==> src/rtl/pipeline_control_unit_pkg.sv <==
// Shared definitions for the pipelined MIPS control unit.
//
// Contents: ISA opcode/funct constants, ALUOp codes, forwarding-select
// encodings, the decoded control bundle and the per-stage register layouts.
// Optional feature macro: JR_EN adds a jump_reg field to the control bundle.

package pipeline_ctrl_pkg;

    localparam int unsigned OpW            = 6;
    localparam int unsigned RegAddrW       = 5;
    localparam int unsigned AluOpW         = 3;
    localparam int unsigned LinkRegDefault = 31;

    // Opcodes (MIPS encodings)
    localparam logic [OpW-1:0] R_TYPE   = 6'h00;
    localparam logic [OpW-1:0] J        = 6'h02;
    localparam logic [OpW-1:0] JAL      = 6'h03;
    localparam logic [OpW-1:0] BEQ      = 6'h04;
    localparam logic [OpW-1:0] BNE      = 6'h05;
    localparam logic [OpW-1:0] ADDI     = 6'h08;
    localparam logic [OpW-1:0] ANDI     = 6'h0C;
    localparam logic [OpW-1:0] ORI      = 6'h0D;
    localparam logic [OpW-1:0] LUI      = 6'h0F;
    localparam logic [OpW-1:0] LW       = 6'h23;
    localparam logic [OpW-1:0] SW       = 6'h2B;
    localparam logic [OpW-1:0] FUNCT_JR = 6'h08;

    // ALUOp codes, shared with the single-cycle decoder
    localparam logic [AluOpW-1:0] ALUOP_R    = 3'd7;
    localparam logic [AluOpW-1:0] ALUOP_ADDI = 3'd6;
    localparam logic [AluOpW-1:0] ALUOP_ORI  = 3'd5;
    localparam logic [AluOpW-1:0] ALUOP_LUI  = 3'd4;
    localparam logic [AluOpW-1:0] ALUOP_LW   = 3'd3;
    localparam logic [AluOpW-1:0] ALUOP_SW   = 3'd2;
    localparam logic [AluOpW-1:0] ALUOP_ANDI = 3'd1;
    localparam logic [AluOpW-1:0] ALUOP_BR   = 3'd0;

    // EX operand source selects
    localparam logic [1:0] FWD_REG = 2'b00;
    localparam logic [1:0] FWD_MEM = 2'b10;
    localparam logic [1:0] FWD_WB  = 2'b01;

    typedef struct packed {
        logic [AluOpW-1:0] alu_op;
        logic              alu_src;
        logic              branch_eq;
        logic              branch_ne;
        logic              jump;
        logic              jal;
`ifdef JR_EN
        logic              jump_reg;
`endif
        logic              mem_read;
        logic              mem_write;
        logic              reg_write;
        logic              mem_to_reg;
    } ctrl_bundle_t;

    typedef struct packed {
        ctrl_bundle_t        ctrl;
        logic [RegAddrW-1:0] rs;
        logic [RegAddrW-1:0] rt;
        logic [RegAddrW-1:0] dest;
    } id_ex_t;

    typedef struct packed {
        logic                mem_read;
        logic                mem_write;
        logic                reg_write;
        logic                mem_to_reg;
        logic                jal;
        logic [RegAddrW-1:0] dest;
    } ex_mem_t;

    typedef struct packed {
        logic                reg_write;
        logic                mem_to_reg;
        logic                jal;
        logic [RegAddrW-1:0] dest;
    } mem_wb_t;

    // EX/MEM is the younger producer, so it wins over MEM/WB.
    function automatic logic [1:0] fwd_select(
        input logic                mem_reg_write,
        input logic [RegAddrW-1:0] mem_dest,
        input logic                wb_reg_write,
        input logic [RegAddrW-1:0] wb_dest,
        input logic [RegAddrW-1:0] src
    );
        if (mem_reg_write && (mem_dest == src)) begin
            return FWD_MEM;
        end
        if (wb_reg_write && (wb_dest == src)) begin
            return FWD_WB;
        end
        return FWD_REG;
    endfunction

endpackage

==> src/rtl/pipeline_control_unit_if.sv <==
// Bus between the pipeline datapath and the control unit.
//
// master: datapath side (drives ID fields and branch resolution, receives controls).
// slave : control unit side.
// Optional feature macro: JR_EN adds ex_jump_reg.

interface pipeline_control_unit_if #(
    parameter int unsigned OP_W       = pipeline_ctrl_pkg::OpW,
    parameter int unsigned REG_ADDR_W = pipeline_ctrl_pkg::RegAddrW,
    parameter int unsigned ALUOP_W    = pipeline_ctrl_pkg::AluOpW
);
    // ID stage inputs
    logic                  id_valid;
    logic [OP_W-1:0]       id_op;
    logic [OP_W-1:0]       id_funct;
    logic [REG_ADDR_W-1:0] id_rs;
    logic [REG_ADDR_W-1:0] id_rt;
    logic [REG_ADDR_W-1:0] id_rd;
    logic                  ex_branch_taken;

    // Hazard controls
    logic                  stall;
    logic                  if_id_flush;

    // EX stage
    logic [ALUOP_W-1:0]    ex_alu_op;
    logic                  ex_alu_src;
    logic                  ex_branch_eq;
    logic                  ex_branch_ne;
    logic                  ex_jump;
    logic                  ex_jal;
`ifdef JR_EN
    logic                  ex_jump_reg;
`endif
    logic [REG_ADDR_W-1:0] ex_rs;
    logic [REG_ADDR_W-1:0] ex_rt;
    logic [REG_ADDR_W-1:0] ex_dest;
    logic [1:0]            fwd_a;
    logic [1:0]            fwd_b;

    // MEM stage
    logic                  mem_mem_read;
    logic                  mem_mem_write;
    logic                  mem_reg_write;
    logic [REG_ADDR_W-1:0] mem_dest;

    // WB stage
    logic                  wb_reg_write;
    logic                  wb_mem_to_reg;
    logic                  wb_jal;
    logic [REG_ADDR_W-1:0] wb_dest;

    modport master (
        output id_valid, id_op, id_funct, id_rs, id_rt, id_rd, ex_branch_taken,
`ifdef JR_EN
        input  ex_jump_reg,
`endif
        input  stall, if_id_flush,
        input  ex_alu_op, ex_alu_src, ex_branch_eq, ex_branch_ne, ex_jump, ex_jal,
        input  ex_rs, ex_rt, ex_dest, fwd_a, fwd_b,
        input  mem_mem_read, mem_mem_write, mem_reg_write, mem_dest,
        input  wb_reg_write, wb_mem_to_reg, wb_jal, wb_dest
    );

    modport slave (
        input  id_valid, id_op, id_funct, id_rs, id_rt, id_rd, ex_branch_taken,
`ifdef JR_EN
        output ex_jump_reg,
`endif
        output stall, if_id_flush,
        output ex_alu_op, ex_alu_src, ex_branch_eq, ex_branch_ne, ex_jump, ex_jal,
        output ex_rs, ex_rt, ex_dest, fwd_a, fwd_b,
        output mem_mem_read, mem_mem_write, mem_reg_write, mem_dest,
        output wb_reg_write, wb_mem_to_reg, wb_jal, wb_dest
    );

endinterface

==> src/rtl/pipeline_control_unit_decode.sv <==
// ctrl_decode: combinational opcode decoder for the ID stage.
//
// Ports:
//   op_i       opcode
//   funct_i    funct field (only inspected when JR_EN is defined)
//   bundle_o   control bundle; unknown opcodes give all zeros
//   rs_used_o  instruction reads rs
//   rt_used_o  instruction reads rt
// Optional feature macro: JR_EN decodes R-type funct 0x08 as JR.
// RegWrite here is the raw opcode value; the top clears it for a zero destination.

module ctrl_decode
    import pipeline_ctrl_pkg::*;
(
    input  logic [OpW-1:0] op_i,
    input  logic [OpW-1:0] funct_i,
    output ctrl_bundle_t   bundle_o,
    output logic           rs_used_o,
    output logic           rt_used_o
);

`ifndef JR_EN
    logic unused_funct;
    assign unused_funct = ^funct_i;
`endif

    always_comb begin
        bundle_o  = '0;
        rs_used_o = 1'b1;
        rt_used_o = 1'b0;
        case (op_i)
            R_TYPE: begin
                bundle_o.alu_op    = ALUOP_R;
                bundle_o.reg_write = 1'b1;
                rt_used_o          = 1'b1;
`ifdef JR_EN
                if (funct_i == FUNCT_JR) begin
                    bundle_o.reg_write = 1'b0;
                    bundle_o.jump      = 1'b1;
                    bundle_o.jump_reg  = 1'b1;
                    rt_used_o          = 1'b0;
                end
`endif
            end
            ADDI: begin
                bundle_o.alu_op    = ALUOP_ADDI;
                bundle_o.alu_src   = 1'b1;
                bundle_o.reg_write = 1'b1;
            end
            ORI: begin
                bundle_o.alu_op    = ALUOP_ORI;
                bundle_o.alu_src   = 1'b1;
                bundle_o.reg_write = 1'b1;
            end
            LUI: begin
                bundle_o.alu_op    = ALUOP_LUI;
                bundle_o.alu_src   = 1'b1;
                bundle_o.reg_write = 1'b1;
                rs_used_o          = 1'b0;
            end
            LW: begin
                bundle_o.alu_op     = ALUOP_LW;
                bundle_o.alu_src    = 1'b1;
                bundle_o.reg_write  = 1'b1;
                bundle_o.mem_read   = 1'b1;
                bundle_o.mem_to_reg = 1'b1;
            end
            SW: begin
                bundle_o.alu_op    = ALUOP_SW;
                bundle_o.alu_src   = 1'b1;
                bundle_o.mem_write = 1'b1;
                rt_used_o          = 1'b1;
            end
            ANDI: begin
                bundle_o.alu_op    = ALUOP_ANDI;
                bundle_o.alu_src   = 1'b1;
                bundle_o.reg_write = 1'b1;
            end
            BEQ: begin
                bundle_o.alu_op    = ALUOP_BR;
                bundle_o.branch_eq = 1'b1;
                rt_used_o          = 1'b1;
            end
            BNE: begin
                bundle_o.alu_op    = ALUOP_BR;
                bundle_o.branch_ne = 1'b1;
                rt_used_o          = 1'b1;
            end
            J: begin
                bundle_o.jump = 1'b1;
                rs_used_o     = 1'b0;
            end
            JAL: begin
                bundle_o.jump      = 1'b1;
                bundle_o.jal       = 1'b1;
                bundle_o.reg_write = 1'b1;
                rs_used_o          = 1'b0;
            end
            default: begin
                // Unknown opcode: inert bubble that reads nothing.
                rs_used_o = 1'b0;
            end
        endcase
    end

endmodule

==> src/rtl/pipeline_control_unit.sv <==
// pipeline_control_unit: control path of the 5-stage pipelined MIPS core.
//
// Decodes the ID instruction, carries its controls through ID/EX, EX/MEM and
// MEM/WB, and produces the load-use stall, the branch/jump flush and the EX
// operand forwarding selects.
//
// Ports:
//   clk    core clock, rising edge
//   reset  synchronous, active-high; clears every stage register
//   bus    pipeline_control_unit_if.slave (ID fields in, stage controls out)
// Optional feature macro: JR_EN (JR decode and ex_jump_reg output).

module pipeline_control_unit
    import pipeline_ctrl_pkg::*;
#(
    parameter int unsigned LINK_REG = LinkRegDefault
) (
    input  logic                    clk,
    input  logic                    reset,
    pipeline_control_unit_if.slave  bus
);

    ctrl_bundle_t        id_ctrl;
    logic                id_rs_used;
    logic                id_rt_used;
    logic [RegAddrW-1:0] id_dest;
    logic                load_use;

    id_ex_t  id_ex_d,  id_ex_q;
    ex_mem_t ex_mem_d, ex_mem_q;
    mem_wb_t mem_wb_d, mem_wb_q;

    ctrl_decode u_decode (
        .op_i      (bus.id_op),
        .funct_i   (bus.id_funct),
        .bundle_o  (id_ctrl),
        .rs_used_o (id_rs_used),
        .rt_used_o (id_rt_used)
    );

    always_comb begin
        id_dest = bus.id_rt;
        if (bus.id_op == R_TYPE) begin
            id_dest = bus.id_rd;
        end else if (bus.id_op == JAL) begin
            id_dest = RegAddrW'(LINK_REG);
        end
    end

    // Load in EX whose result a real ID instruction needs next cycle.
    assign load_use = bus.id_valid && id_ex_q.ctrl.mem_read && (id_ex_q.dest != '0) &&
                      (((id_ex_q.dest == bus.id_rs) && id_rs_used) ||
                       ((id_ex_q.dest == bus.id_rt) && id_rt_used));

    // A taken branch kills the ID instruction anyway, so it never also stalls.
    assign bus.stall       = load_use && !bus.ex_branch_taken && !reset;
    assign bus.if_id_flush = bus.ex_branch_taken && !reset;

    always_comb begin
        id_ex_d = '0;
        if (bus.id_valid && !load_use && !bus.ex_branch_taken) begin
            id_ex_d.ctrl           = id_ctrl;
            // Writes to $0 are dropped here so nothing downstream forwards them.
            id_ex_d.ctrl.reg_write = id_ctrl.reg_write && (id_dest != '0);
            id_ex_d.rs             = bus.id_rs;
            id_ex_d.rt             = bus.id_rt;
            id_ex_d.dest           = id_dest;
        end
    end

    always_comb begin
        ex_mem_d            = '0;
        ex_mem_d.mem_read   = id_ex_q.ctrl.mem_read;
        ex_mem_d.mem_write  = id_ex_q.ctrl.mem_write;
        ex_mem_d.reg_write  = id_ex_q.ctrl.reg_write;
        ex_mem_d.mem_to_reg = id_ex_q.ctrl.mem_to_reg;
        ex_mem_d.jal        = id_ex_q.ctrl.jal;
        ex_mem_d.dest       = id_ex_q.dest;
    end

    always_comb begin
        mem_wb_d            = '0;
        mem_wb_d.reg_write  = ex_mem_q.reg_write;
        mem_wb_d.mem_to_reg = ex_mem_q.mem_to_reg;
        mem_wb_d.jal        = ex_mem_q.jal;
        mem_wb_d.dest       = ex_mem_q.dest;
    end

    always_ff @(posedge clk) begin
        if (reset) begin
            id_ex_q  <= '0;
            ex_mem_q <= '0;
            mem_wb_q <= '0;
        end else begin
            id_ex_q  <= id_ex_d;
            ex_mem_q <= ex_mem_d;
            mem_wb_q <= mem_wb_d;
        end
    end

    assign bus.ex_alu_op    = id_ex_q.ctrl.alu_op;
    assign bus.ex_alu_src   = id_ex_q.ctrl.alu_src;
    assign bus.ex_branch_eq = id_ex_q.ctrl.branch_eq;
    assign bus.ex_branch_ne = id_ex_q.ctrl.branch_ne;
    assign bus.ex_jump      = id_ex_q.ctrl.jump;
    assign bus.ex_jal       = id_ex_q.ctrl.jal;
`ifdef JR_EN
    assign bus.ex_jump_reg  = id_ex_q.ctrl.jump_reg;
`endif
    assign bus.ex_rs        = id_ex_q.rs;
    assign bus.ex_rt        = id_ex_q.rt;
    assign bus.ex_dest      = id_ex_q.dest;

    assign bus.fwd_a = fwd_select(ex_mem_q.reg_write, ex_mem_q.dest,
                                  mem_wb_q.reg_write, mem_wb_q.dest, id_ex_q.rs);
    assign bus.fwd_b = fwd_select(ex_mem_q.reg_write, ex_mem_q.dest,
                                  mem_wb_q.reg_write, mem_wb_q.dest, id_ex_q.rt);

    assign bus.mem_mem_read  = ex_mem_q.mem_read;
    assign bus.mem_mem_write = ex_mem_q.mem_write;
    assign bus.mem_reg_write = ex_mem_q.reg_write;
    assign bus.mem_dest      = ex_mem_q.dest;

    assign bus.wb_reg_write  = mem_wb_q.reg_write;
    assign bus.wb_mem_to_reg = mem_wb_q.mem_to_reg;
    assign bus.wb_jal        = mem_wb_q.jal;
    assign bus.wb_dest       = mem_wb_q.dest;

endmodule

==> src/flat_wrapper.sv <==
// flat-port wrapper written by rule: the top's interface ports become plain ports
module pipeline_control_unit_flat import pipeline_ctrl_pkg::*;
#(
    parameter int unsigned LINK_REG = LinkRegDefault
)
  (clk, reset, bus_id_valid, bus_id_op, bus_id_funct, bus_id_rs, bus_id_rt, bus_id_rd, bus_ex_branch_taken, bus_stall, bus_if_id_flush, bus_ex_alu_op, bus_ex_alu_src, bus_ex_branch_eq, bus_ex_branch_ne, bus_ex_jump, bus_ex_jal, bus_ex_rs, bus_ex_rt, bus_ex_dest, bus_fwd_a, bus_fwd_b, bus_mem_mem_read, bus_mem_mem_write, bus_mem_reg_write, bus_mem_dest, bus_wb_reg_write, bus_wb_mem_to_reg, bus_wb_jal, bus_wb_dest);
  pipeline_control_unit_if bus_i ();
  input  logic clk;
  input  logic reset;
  input wire logic [$bits(bus_i.id_valid)-1:0] bus_id_valid;
  input wire logic [$bits(bus_i.id_op)-1:0] bus_id_op;
  input wire logic [$bits(bus_i.id_funct)-1:0] bus_id_funct;
  input wire logic [$bits(bus_i.id_rs)-1:0] bus_id_rs;
  input wire logic [$bits(bus_i.id_rt)-1:0] bus_id_rt;
  input wire logic [$bits(bus_i.id_rd)-1:0] bus_id_rd;
  input wire logic [$bits(bus_i.ex_branch_taken)-1:0] bus_ex_branch_taken;
  output wire logic [$bits(bus_i.stall)-1:0] bus_stall;
  output wire logic [$bits(bus_i.if_id_flush)-1:0] bus_if_id_flush;
  output wire logic [$bits(bus_i.ex_alu_op)-1:0] bus_ex_alu_op;
  output wire logic [$bits(bus_i.ex_alu_src)-1:0] bus_ex_alu_src;
  output wire logic [$bits(bus_i.ex_branch_eq)-1:0] bus_ex_branch_eq;
  output wire logic [$bits(bus_i.ex_branch_ne)-1:0] bus_ex_branch_ne;
  output wire logic [$bits(bus_i.ex_jump)-1:0] bus_ex_jump;
  output wire logic [$bits(bus_i.ex_jal)-1:0] bus_ex_jal;
  output wire logic [$bits(bus_i.ex_rs)-1:0] bus_ex_rs;
  output wire logic [$bits(bus_i.ex_rt)-1:0] bus_ex_rt;
  output wire logic [$bits(bus_i.ex_dest)-1:0] bus_ex_dest;
  output wire logic [$bits(bus_i.fwd_a)-1:0] bus_fwd_a;
  output wire logic [$bits(bus_i.fwd_b)-1:0] bus_fwd_b;
  output wire logic [$bits(bus_i.mem_mem_read)-1:0] bus_mem_mem_read;
  output wire logic [$bits(bus_i.mem_mem_write)-1:0] bus_mem_mem_write;
  output wire logic [$bits(bus_i.mem_reg_write)-1:0] bus_mem_reg_write;
  output wire logic [$bits(bus_i.mem_dest)-1:0] bus_mem_dest;
  output wire logic [$bits(bus_i.wb_reg_write)-1:0] bus_wb_reg_write;
  output wire logic [$bits(bus_i.wb_mem_to_reg)-1:0] bus_wb_mem_to_reg;
  output wire logic [$bits(bus_i.wb_jal)-1:0] bus_wb_jal;
  output wire logic [$bits(bus_i.wb_dest)-1:0] bus_wb_dest;
  assign bus_i.id_valid = bus_id_valid;
  assign bus_i.id_op = bus_id_op;
  assign bus_i.id_funct = bus_id_funct;
  assign bus_i.id_rs = bus_id_rs;
  assign bus_i.id_rt = bus_id_rt;
  assign bus_i.id_rd = bus_id_rd;
  assign bus_i.ex_branch_taken = bus_ex_branch_taken;
  assign bus_stall = bus_i.stall;
  assign bus_if_id_flush = bus_i.if_id_flush;
  assign bus_ex_alu_op = bus_i.ex_alu_op;
  assign bus_ex_alu_src = bus_i.ex_alu_src;
  assign bus_ex_branch_eq = bus_i.ex_branch_eq;
  assign bus_ex_branch_ne = bus_i.ex_branch_ne;
  assign bus_ex_jump = bus_i.ex_jump;
  assign bus_ex_jal = bus_i.ex_jal;
  assign bus_ex_rs = bus_i.ex_rs;
  assign bus_ex_rt = bus_i.ex_rt;
  assign bus_ex_dest = bus_i.ex_dest;
  assign bus_fwd_a = bus_i.fwd_a;
  assign bus_fwd_b = bus_i.fwd_b;
  assign bus_mem_mem_read = bus_i.mem_mem_read;
  assign bus_mem_mem_write = bus_i.mem_mem_write;
  assign bus_mem_reg_write = bus_i.mem_reg_write;
  assign bus_mem_dest = bus_i.mem_dest;
  assign bus_wb_reg_write = bus_i.wb_reg_write;
  assign bus_wb_mem_to_reg = bus_i.wb_mem_to_reg;
  assign bus_wb_jal = bus_i.wb_jal;
  assign bus_wb_dest = bus_i.wb_dest;
  pipeline_control_unit #(.LINK_REG(LINK_REG)) u_core (.clk(clk), .reset(reset), .bus(bus_i));
endmodule
==> config.mk <==
export PLATFORM = sky130hd
export DESIGN_NAME = pipeline_control_unit_flat
export DESIGN_NICKNAME = d
export VERILOG_FILES = /design/src/rtl/pipeline_control_unit_pkg.sv /design/src/rtl/pipeline_control_unit_if.sv /design/src/rtl/pipeline_control_unit_decode.sv /design/src/rtl/pipeline_control_unit.sv /design/src/flat_wrapper.sv
export SDC_FILE = /design/constraint.sdc
export NUM_CORES = 1
export LEC_CHECK = 0
export ABC_AREA = 1
export CAP_MARGIN = 20
export CORE_MARGIN = 5
export CORE_UTILIZATION = 66
export DETAILED_ROUTE_END_ITERATION = 8
export DONT_BUFFER_PORTS = 1
export PLACE_DENSITY = 0.89
export REMOVE_ABC_BUFFERS = 1
export SYNTH_ARGS = -nofsm -noshare
export SYNTH_HDL_FRONTEND = slang
export SYNTH_SLANG_ARGS = --single-unit
==> constraint.sdc <==
create_clock -name clk -period 2.9 [get_ports clk]
set_input_delay 0.29 -clock clk [delete_from_list [all_inputs] [get_ports clk]]
set_output_delay 0.29 -clock clk [all_outputs]
set_load 0.1 [all_outputs]
==> results of run 1 <==
through the flow:
stage | hold slack [ns] | worst slack (ns) | std cells | TNS, ns | area [µm²]
2_1_floorplan | 0.3612 | -3.311 | 262 | -9.308 | 1898
3_3_place_gp | 0.3642 | 0.9747 | 327 | 0 | 2256
3_5_place_dp | 0.3656 | 0.9363 | 327 | 0 | 2256
4_1_cts | 0.03680 | 0.5461 | 336 | 0 | 2352
5_1_grt | 0.01884 | 0.4687 | 336 | 0 | 2352
6_report | 0.04166 | 0.5308 | 336 | 0 | 2352
cell type report:
class	instances	area share, %
Sequential cell	43	36.60
Clock inverter	2	1.489
Multi-Input combinational cell	168	36.97
Inverter	51	8.138
Tap cell	33	1.755
Timing Repair Buffer	33	12.87
Clock buffer	6	2.181
power by group through the flow:
stage                     Clock [mW]  Combinational [mW]  Sequential [mW]
final                          0.395               0.157            0.609
after global routing           0.423               0.167            0.611
after CTS                      0.395               0.156            0.609
after detailed placement           0               0.151            0.622
after global placement             0               0.148            0.622
after floorplan                    0              0.0646            0.680
worst reg2reg max path, delay by kind of cell, from the launching register on:
kind	cells	cell delay [ns]
DFF	1	0.35
buffers and inverters	1	0.31
and+or+nand+nor	7	0.84
xor gates and xnor gates	1	0.16
Yosys cell counts (2+ instances only):
| cell type | number |
|---|---|
| inv_1 | 50 |
| o21ai_0 | 6 |
| xor2_1 | 5 |
| dfxtp_1 | 43 |
| buf_4 | 10 |
| nand2_1 | 39 |
| nand4_1 | 4 |
| xnor2_1 | 9 |
| a21oi_1 | 7 |
| o22ai_1 | 2 |
| nor3_1 | 5 |
| nor2_1 | 45 |
| nor2_2 | 12 |
| clkbuf_1 | 2 |
| nand3_1 | 22 |
| buf_6 | 3 |
what timing repair did:
action                    CTS  global route
resized for setup           0             0
hold endpoints to repair   17             0
hold buffers                1             0
metal layers:
| layer | GRT usage [%] | up-vias |
|---|---|---|
| met3 | 7.350 | 13 |
| met1 | 25.48 | 791 |
| met5 | 0 | - |
| met4 | 11.40 | 0 |
| li1 | - | 888 |
| met2 | 40.71 | 97 |
cell families after synthesis:
kind of cell              after synthesis
DFF                                    43
xor gates and xnor gates               14
and+or+nand+nor                       134
buffers and inverters                  66
AOI/OAI and AO/OA                      20
final timing paths:
path,startpoint,end,cells after the start,slack [ns]
min reg2reg,u_core.ex_mem_q[5],u_core.bus.wb_jal,2,0.41
max reg2reg,u_core.bus.ex_dest[4],u_core.ex_mem_d[8],9,1.13
min,bus_id_rs[4],u_core.bus.ex_rs[4],2,0.04
max,u_core.bus.ex_dest[4],bus_stall,9,0.53
==> results.toml, run 1 <==
[logic_synthesis]
syn_inst = 277
yosys_warnings = 0
yosysUniqueCellTypes = 29
synth-edff-count = 0
ys_seq_elements = 43
synth_compound_area_share_pct = 5.652
synth_area_leader_cell = "dfxtp_1"
yosys-top-cells-area = "dfxtp_1 43%, inv_1 9.3%, nor2_1 8.4%, nand2_1 7.3%, nand3_1 5.5%"
async_reset_ff_share_pct = 0
synth_top_family_by_area = "simple AND/OR/NAND/NOR gates"
synth.top_cell.area_share_pct = 42.73
synthMuxAreaShare_pct = 0
synth-adder-area-share_pct = 0
synth_area_um2 = 2014
ys_seq_area_share_pct = 42.73
synth_xor_area_share_pct = 6.087
postSynthAreaPerCell_um2 = 7.272
synthFlopType = "dfxtp_1"
yosys.area_share.simple_pct = 30.25

[placed_design]
port_buffers = 0
place_congestion = 1.030
hpwl_um = 3585

[clocking]
cts.sinks = 43
worstSkewPairLatency_ns = 0.36
tritoncts = "built"
cts_made_buffers = 5
path_clk_slew_ns = 0.12
root_buffer = "clkbuf_4"
cts_setup_buffers = 0
clock_path_buffers = 2
cts_max_level = 2

[finish]
area_growth_pct = 16.77
multi_input_area_um2 = 869.6
final_cell_mix = "50 x inv_1, 43 x dfxtp_1, 42 x nor2_1"
nets = 333
finish.utilization_pct = 78.99
ff_latch_area_um2 = 860.8
final_common_cell = "inv_1"
layout-drive-gt1-share_pct = 21.12
antenna_cells = 0
nFillCells = 181

[job]
maxCapViolCount = 0

[route]
via_count = 1789
drt-met1-wl_um = 1738
routed_wl_um = 4757
routed_via_density = 5.324
drtPass1Iterations = 5
dr.max_layer_used = "met4"
dr_wl_met2_um = 2413
route.met3.wl_um = 474
wl_per_cell_um = 14.16
drc = 0
first_iter_violations = 126
ant_nets = 0

[worst_hold_path]
hold_class = "primary input to register"

[timing]
finalHoldViolations = 0
fmax_ghz = 0.4221
fin_crit_sh_pct = 81.70
drv_slew = 0
setup_violations = 0
slew_headroom_pct = 29.55
rsz0062_at_grt = "no"
worstMarginPinSlew_ns = 1.056
period_needed_ns = 2.369
clock_skew_ns = 0.01070

[critical_path]
start_kind = "register"
cp.arrival_ns = 2.08
path_cells = "buf_4 > xnor2_1 > nand2_1 > nor2_1 > nand3_1 > nand2_1 > nand2_2 > nor3_2 > clkbuf_16"
critPathCaptureType = "output port"
cp_top_family = "simple AND/OR/NAND/NOR gates"
cp_common_cell = "nand2_1"
cp_slowest_cell = "dfxtp_1"
required_ns = 2.61
critical_path_peak_fanout = 4
path_class = "register to output port"
cp_num_buf_inv = 2
cp_slowest_stage_delay_ns = 0.35

[pwr]
p_leak_nw = 1.121
ir_drop_v = 0.0004044
p_total_mw = 1.161
p_sw_share_pct = 27.66
intPower_mw = 0.8401
seq_power_share_pct = 52.5
power_frac_clock_pct = 34.0
p_per_area_nw_per_um2 = 493.7
netSwitchingPower_mw = 0.3211
p_comb_share_pct = 13.5

[floorplanning]
core_area_um2 = 2978
initial_core_util_pct = 67.65
rows = 20
die_w_um = 65.25
io_pins = 76
die-area_um2 = 4257
die_h_um = 65.25

[global_routing]
grt_usage_pct = 23.37
grt_max_degree = 24
grt_pass1_wl_um = 7659
grt-ovfl-total = 0
grt_pass1_vias = 1691
antenna_found_initial = 0

[outcome]
status = "finished clean"
(Power assumes the default switching activity.)
==> run 2: changes to the inputs <==
ABC_AREA = 0   (was 1)
CORE_UTILIZATION = 62   (was 66)
PLACE_DENSITY = 0.85   (was 0.89)
clock period = 2.4 ns   (was 2.9 ns; I/O delays follow)
==> results.toml, run 2 <==
[finish]
finish.utilization_pct = 76.83
antenna_cells = 0
final_cell_mix = "42 x dfxtp_1, 34 x buf_4, 22 x xor2_1"
final_common_cell = "dfxtp_1"
nets = 279
layout-drive-gt1-share_pct = 22.98
design_area_um2 = 2365
area_growth_pct = 17.90

[clocking]
tritoncts = "built"
cts_made_buffers = 5
cts_max_level = 2
clock_path_buffers = 2
path_clk_slew_ns = 0.11
worstSkewPairLatency_ns = 0.35
root_buffer = "clkbuf_4"
cts.sinks = 43

[pwr]
ir_drop_v = 0.0003879
p_per_area_nw_per_um2 = 540.1
p_total_mw = 1.277
p_leak_nw = 0.9926

[timing]
setup_violations = 0
clock_skew_ns = 0.004970
worstMarginPinSlew_ns = 0.9772
finalHoldViolations = 0
rsz0062_at_grt = "no"
drv_slew = 0
fin_crit_sh_pct = 95.03
period_needed_ns = 2.281
fmax_ghz = 0.4385
slew_headroom_pct = 34.76

[worst_hold_path]
hold_class = "primary input to register"
hold_depth = 3
min_to = "u_core.bus.ex_alu_op[1]"
worstHoldStart = "bus_id_op[4]"

[global_routing]
grt_max_degree = 18
grt_usage_pct = 25.12
grt-ovfl-total = 0
grt_pass1_vias = 1755
antenna_found_initial = 0
grt_pass1_wl_um = 8328

[logic_synthesis]
synth.top_cell.area_share_pct = 42.92
syn_inst = 223
yosysUniqueCellTypes = 34
synth-edff-count = 0
yosysMostFrequentCell = "dfxtp_1"
yosys-top-cells-area = "dfxtp_1 43%, xor2_1 9.6%, nor2b_1 7.2%, nor3_1 5.0%, buf_4 4.5%"
synth_area_leader_cell = "dfxtp_1"
synth_common_cells = "43 x dfxtp_1, 23 x nor2b_1, 22 x xor2_1, 20 x nor3_1, 12 x buf_4"
postSynthAreaPerCell_um2 = 8.994
ys_seq_area_share_pct = 42.92
async_reset_ff_share_pct = 0
ys_seq_elements = 43
yosys_warnings = 0
synth_area_um2 = 2006
synthFlopType = "dfxtp_1"

[floorplanning]
die_w_um = 66.88
io_pins = 76
die_h_um = 66.88
initial_core_util_pct = 65.16
die-area_um2 = 4472
core_area_um2 = 3078
rows = 20

[critical_path]
critPathCaptureType = "output port"
r2r-end = "u_core.bus.ex_rt[0]"
rr_worst_depth = 5
cp.arrival_ns = 2.04
path_class = "register to output port"
required_ns = 2.16
r2r_slack_ns = 0.52
regToRegStartpoint = "u_core.bus.ex_dest[1]"
start_kind = "register"
crit_start = "u_core.bus.ex_dest[0]"
critical_path_peak_fanout = 4

[route]
routed_wl_um = 5136
drc = 0
ant_nets = 0
wl_per_cell_um = 17.59
routed_via_density = 5.976
via_count = 1745
first_iter_violations = 83
drtPass1Iterations = 4

[job]
maxCapViolCount = 0

[placed_design]
place_congestion = 0.8783
hpwl_um = 3715
post_dp_cell_area_um2 = 2243
port_buffers = 0

[outcome]
status = "finished clean"
## run 2: cell count changes after synthesis, sizes merged, moves of 17 or more
cell and change:
inv -50, nand2 -32, xor2 +17, nand3 -19, nor2b +23, nor2 -48
## run 2: per-layer routing
layer / GRT usage (%) / routed length [µm] / vias to the layer above
li1: - / - / 818
met1: 25.65 / 1714 / 789
met2: 43.69 / 2535 / 114
met3: 10.29 / 654 / 24
met4: 12.66 / 233 / 0
met5: 0 / 0 / -
## run 2: area by class of cell
class / instances / area [µm²]
flip-flops and latches: 43 / 862.1
inverters: 1 / 3.754
multi-input cells: 157 / 1042
repair buffers: 40 / 345.3
well taps: 44 / 55.05
clock buffers: 6 / 51.30
clock inverters: 1 / 5.005
fillers: 224 / 713.2
## run 2: worst max-delay path: stages (launching register included)
cell	delay [ns]
dfxtp_1	0.33
buf_4	0.15
or4_1	0.53
o21ai_2	0.24
a21oi_4	0.06
nor2b_2	0.18
buf_12	0.18
## run 2: power by group
| group | internal (mW) | leakage (nW) | switching [mW] |
|---|---|---|---|
| Sequential | 0.724 | 0.348 | 0.0155 |
| Combinational | 0.0613 | 0.610 | 0.133 |
| Clock | 0.136 | 0.0341 | 0.208 |
## run 2: worst max path at each step
stage	endpoint	slack, ns	cells past startpoint
2_1_floorplan	bus_stall	-1.41	5
3_3_place_gp	bus_stall	-0.05	6
3_5_place_dp	bus_stall	-0.16	6
4_1_cts	bus_stall	0.05	6
5_1_grt	bus_stall	0.03	6
6_report	bus_stall	0.12	6
## run 2: timing repair
item                       in CTS  in global routing
gates resized for setup         2                  3
setup endpoints to repair       1                  1
pin swaps                       1                  0
hold endpoints to repair       20                  0
hold buffers                    3                  0
setup buffers                   1                  0
cloned                          1                  0
## run 2: cell families after synthesis
logic type / after synthesis / synth area share, %
AOI/OAI and AO/OA: 23 / 7.361
xor gates and xnor gates: 30 / 13.10
buffers and inverters: 24 / 6.924
DFF: 43 / 42.92
and+or+nand+nor: 103 / 29.69
## run 2: per-stage QoR
| stage | instances | setup WS [ns] | hold WS, ns | setup TNS (ns) |
|---|---|---|---|---|
| floorplan | 200 | -1.413 | 0.3116 | -3.569 |
| detailed placement | 280 | -0.1622 | 0.3154 | -0.1622 |
| finish | 292 | 0.1193 | 0.02600 | 0 |
| CTS | 292 | 0.05438 | 0.02104 | 0 |
| global placement | 280 | -0.04644 | 0.3131 | -0.04644 |
| global route | 292 | 0.03285 | 0.004767 | 0 |
==> run 3: changes to the inputs <==
CORE_UTILIZATION = 47   (was 62)
GPL_ROUTABILITY_DRIVEN = 0   (was default)
PLACE_DENSITY = 0.69   (was 0.85)
==> results.toml, run 3 (synthesis gave the netlist of run 2 again) <==
[outcome]
status = "finished clean"

[clocking]
cts_max_level = 2
cts_made_buffers = 5
tritoncts = "built"
clock_path_buffers = 2
cts.sinks = 43
root_buffer = "clkbuf_8"
path_clk_slew_ns = 0.08
worstSkewPairLatency_ns = 0.30

[pwr]
p_total_mw = 1.503
seq_power_share_pct = 49.1
power_frac_clock_pct = 38.1
p_leak_nw = 1.059
ir_drop_v = 0.0003924
netSwitchingPower_mw = 0.3800
p_per_area_nw_per_um2 = 603.3
intPower_mw = 1.123
p_comb_share_pct = 12.9
p_sw_share_pct = 25.28

[route]
via_count = 1660
first_iter_violations = 46
wl_per_cell_um = 16.92
drtPass1Iterations = 4
routed_wl_um = 5193
ant_nets = 0
drc = 0
routed_via_density = 5.407

[finish]
nets = 287
finish.utilization_pct = 61.39
layout-drive-gt1-share_pct = 24.12
antenna_cells = 0
area_growth_pct = 24.20
final_cell_mix = "43 x dfxtp_1, 40 x buf_4, 22 x xor2_1"
stdcell_count = 307
final_common_cell = "dfxtp_1"

[critical_path]
cp.arrival_ns = 2.03
path_class = "register to output port"
start_kind = "register"
path_cells = "buf_4 > or4_1 > o21ai_2 > a21oi_4 > nor2b_2 > buf_12"
cp_slowest_stage_delay_ns = 0.53
critPathCaptureType = "output port"
critical_path_peak_fanout = 8
cp_slowest_cell = "or4_1"
required_ns = 2.16

[floorplanning]
die_w_um = 75.33
io_pins = 76
die-area_um2 = 5674
initial_core_util_pct = 49.43
rows = 23
die_h_um = 75.33
core_area_um2 = 4058

[timing]
worstMarginPinSlew_ns = 0.9607
clock_skew_ns = 0.01199
drv_slew = 0
finalHoldViolations = 0
hold_ws_ns = 0.007294
slew_headroom_pct = 35.87
period_needed_ns = 2.267
setup_violations = 0
fmax_ghz = 0.4411
fin_ws_ns = 0.1328
fin_crit_sh_pct = 94.47

[global_routing]
grt_max_degree = 20
grt_pass1_vias = 1653
grt-ovfl-total = 0
antenna_found_initial = 0
grt_usage_pct = 18.67
grt_pass1_wl_um = 8004

[worst_hold_path]
hold_class = "primary input to register"

[job]
maxCapViolCount = 0

[placed_design]
dp_slack_ns = -0.1295
port_buffers = 0
hpwl_um = 3627
dpl.cell_count = 288
[run 3: area by class of cell]
type	instances	area, µm²
clock buffer	6	82.58
clock inverter	2	35.03
fill	358	1567
inverter	1	3.754
multi-input combinational	157	1036
sequential	43	860.8
tap	50	62.56
timing repair buffer	48	410.4
[run 3: path summary, 6_finish.rpt]
check | startpoint | end | slack (ns) | cells after the start
hold / removal | reset | u_core.ex_mem_q[5] | 0.007 | 1
hold reg to reg | u_core.ex_mem_d[8] | u_core.bus.mem_mem_write | 0.45 | 1
setup reg to reg | u_core.bus.ex_dest[3] | u_core.bus.ex_branch_ne | 0.38 | 7
setup / recovery | u_core.bus.ex_dest[3] | bus_stall | 0.13 | 6
[run 3: repair_timing]
item | 4_1_cts | 5_1_grt
gates cloned | 1 | 0
endpoints found under the hold margin | 1 | 7
setup buffers | 0 | 5
setup endpoints to repair | 1 | 1
pin swaps | 1 | 2
hold buffers | 4 | 1
gates resized for setup | 2 | 1
[run 3: metrics by stage]
stage / setup TNS (ns) / area, µm²
after global routing: -0.02050 / 2491
after global placement: -0.1028 / 2266
after CTS: 0 / 2440
after floorplan: -3.569 / 1871
final: 0 / 2491
after detailed placement: -0.1295 / 2266
[run 3: worst max-delay path, delay by kind of cell, from the launching register on]
| family | cells | cell delay, ns |
|---|---|---|
| flip-flops | 1 | 0.32 |
| buffers and inverters | 2 | 0.34 |
| AO/OA/AOI/OAI | 2 | 0.34 |
| AND/OR/NAND/NOR | 2 | 0.74 |
[run 3: power groups by stage]
stage | Sequential (mW) | Clock, mW | Combinational [mW]
after floorplan | 0.822 | 0 | 0.0775
after global placement | 0.754 | 0 | 0.179
after detailed placement | 0.754 | 0 | 0.182
after CTS | 0.737 | 0.586 | 0.189
after global routing | 0.739 | 0.615 | 0.206
final | 0.738 | 0.572 | 0.193
[run 3: metal layers]
metal	track usage [%]	share of wire [%]	up-vias
met1	21.75	39	737
met3	7.520	13	9
met5	0	0	-
li1	-	-	833
met2	31.26	47	81
met4	6.214	1.5	0
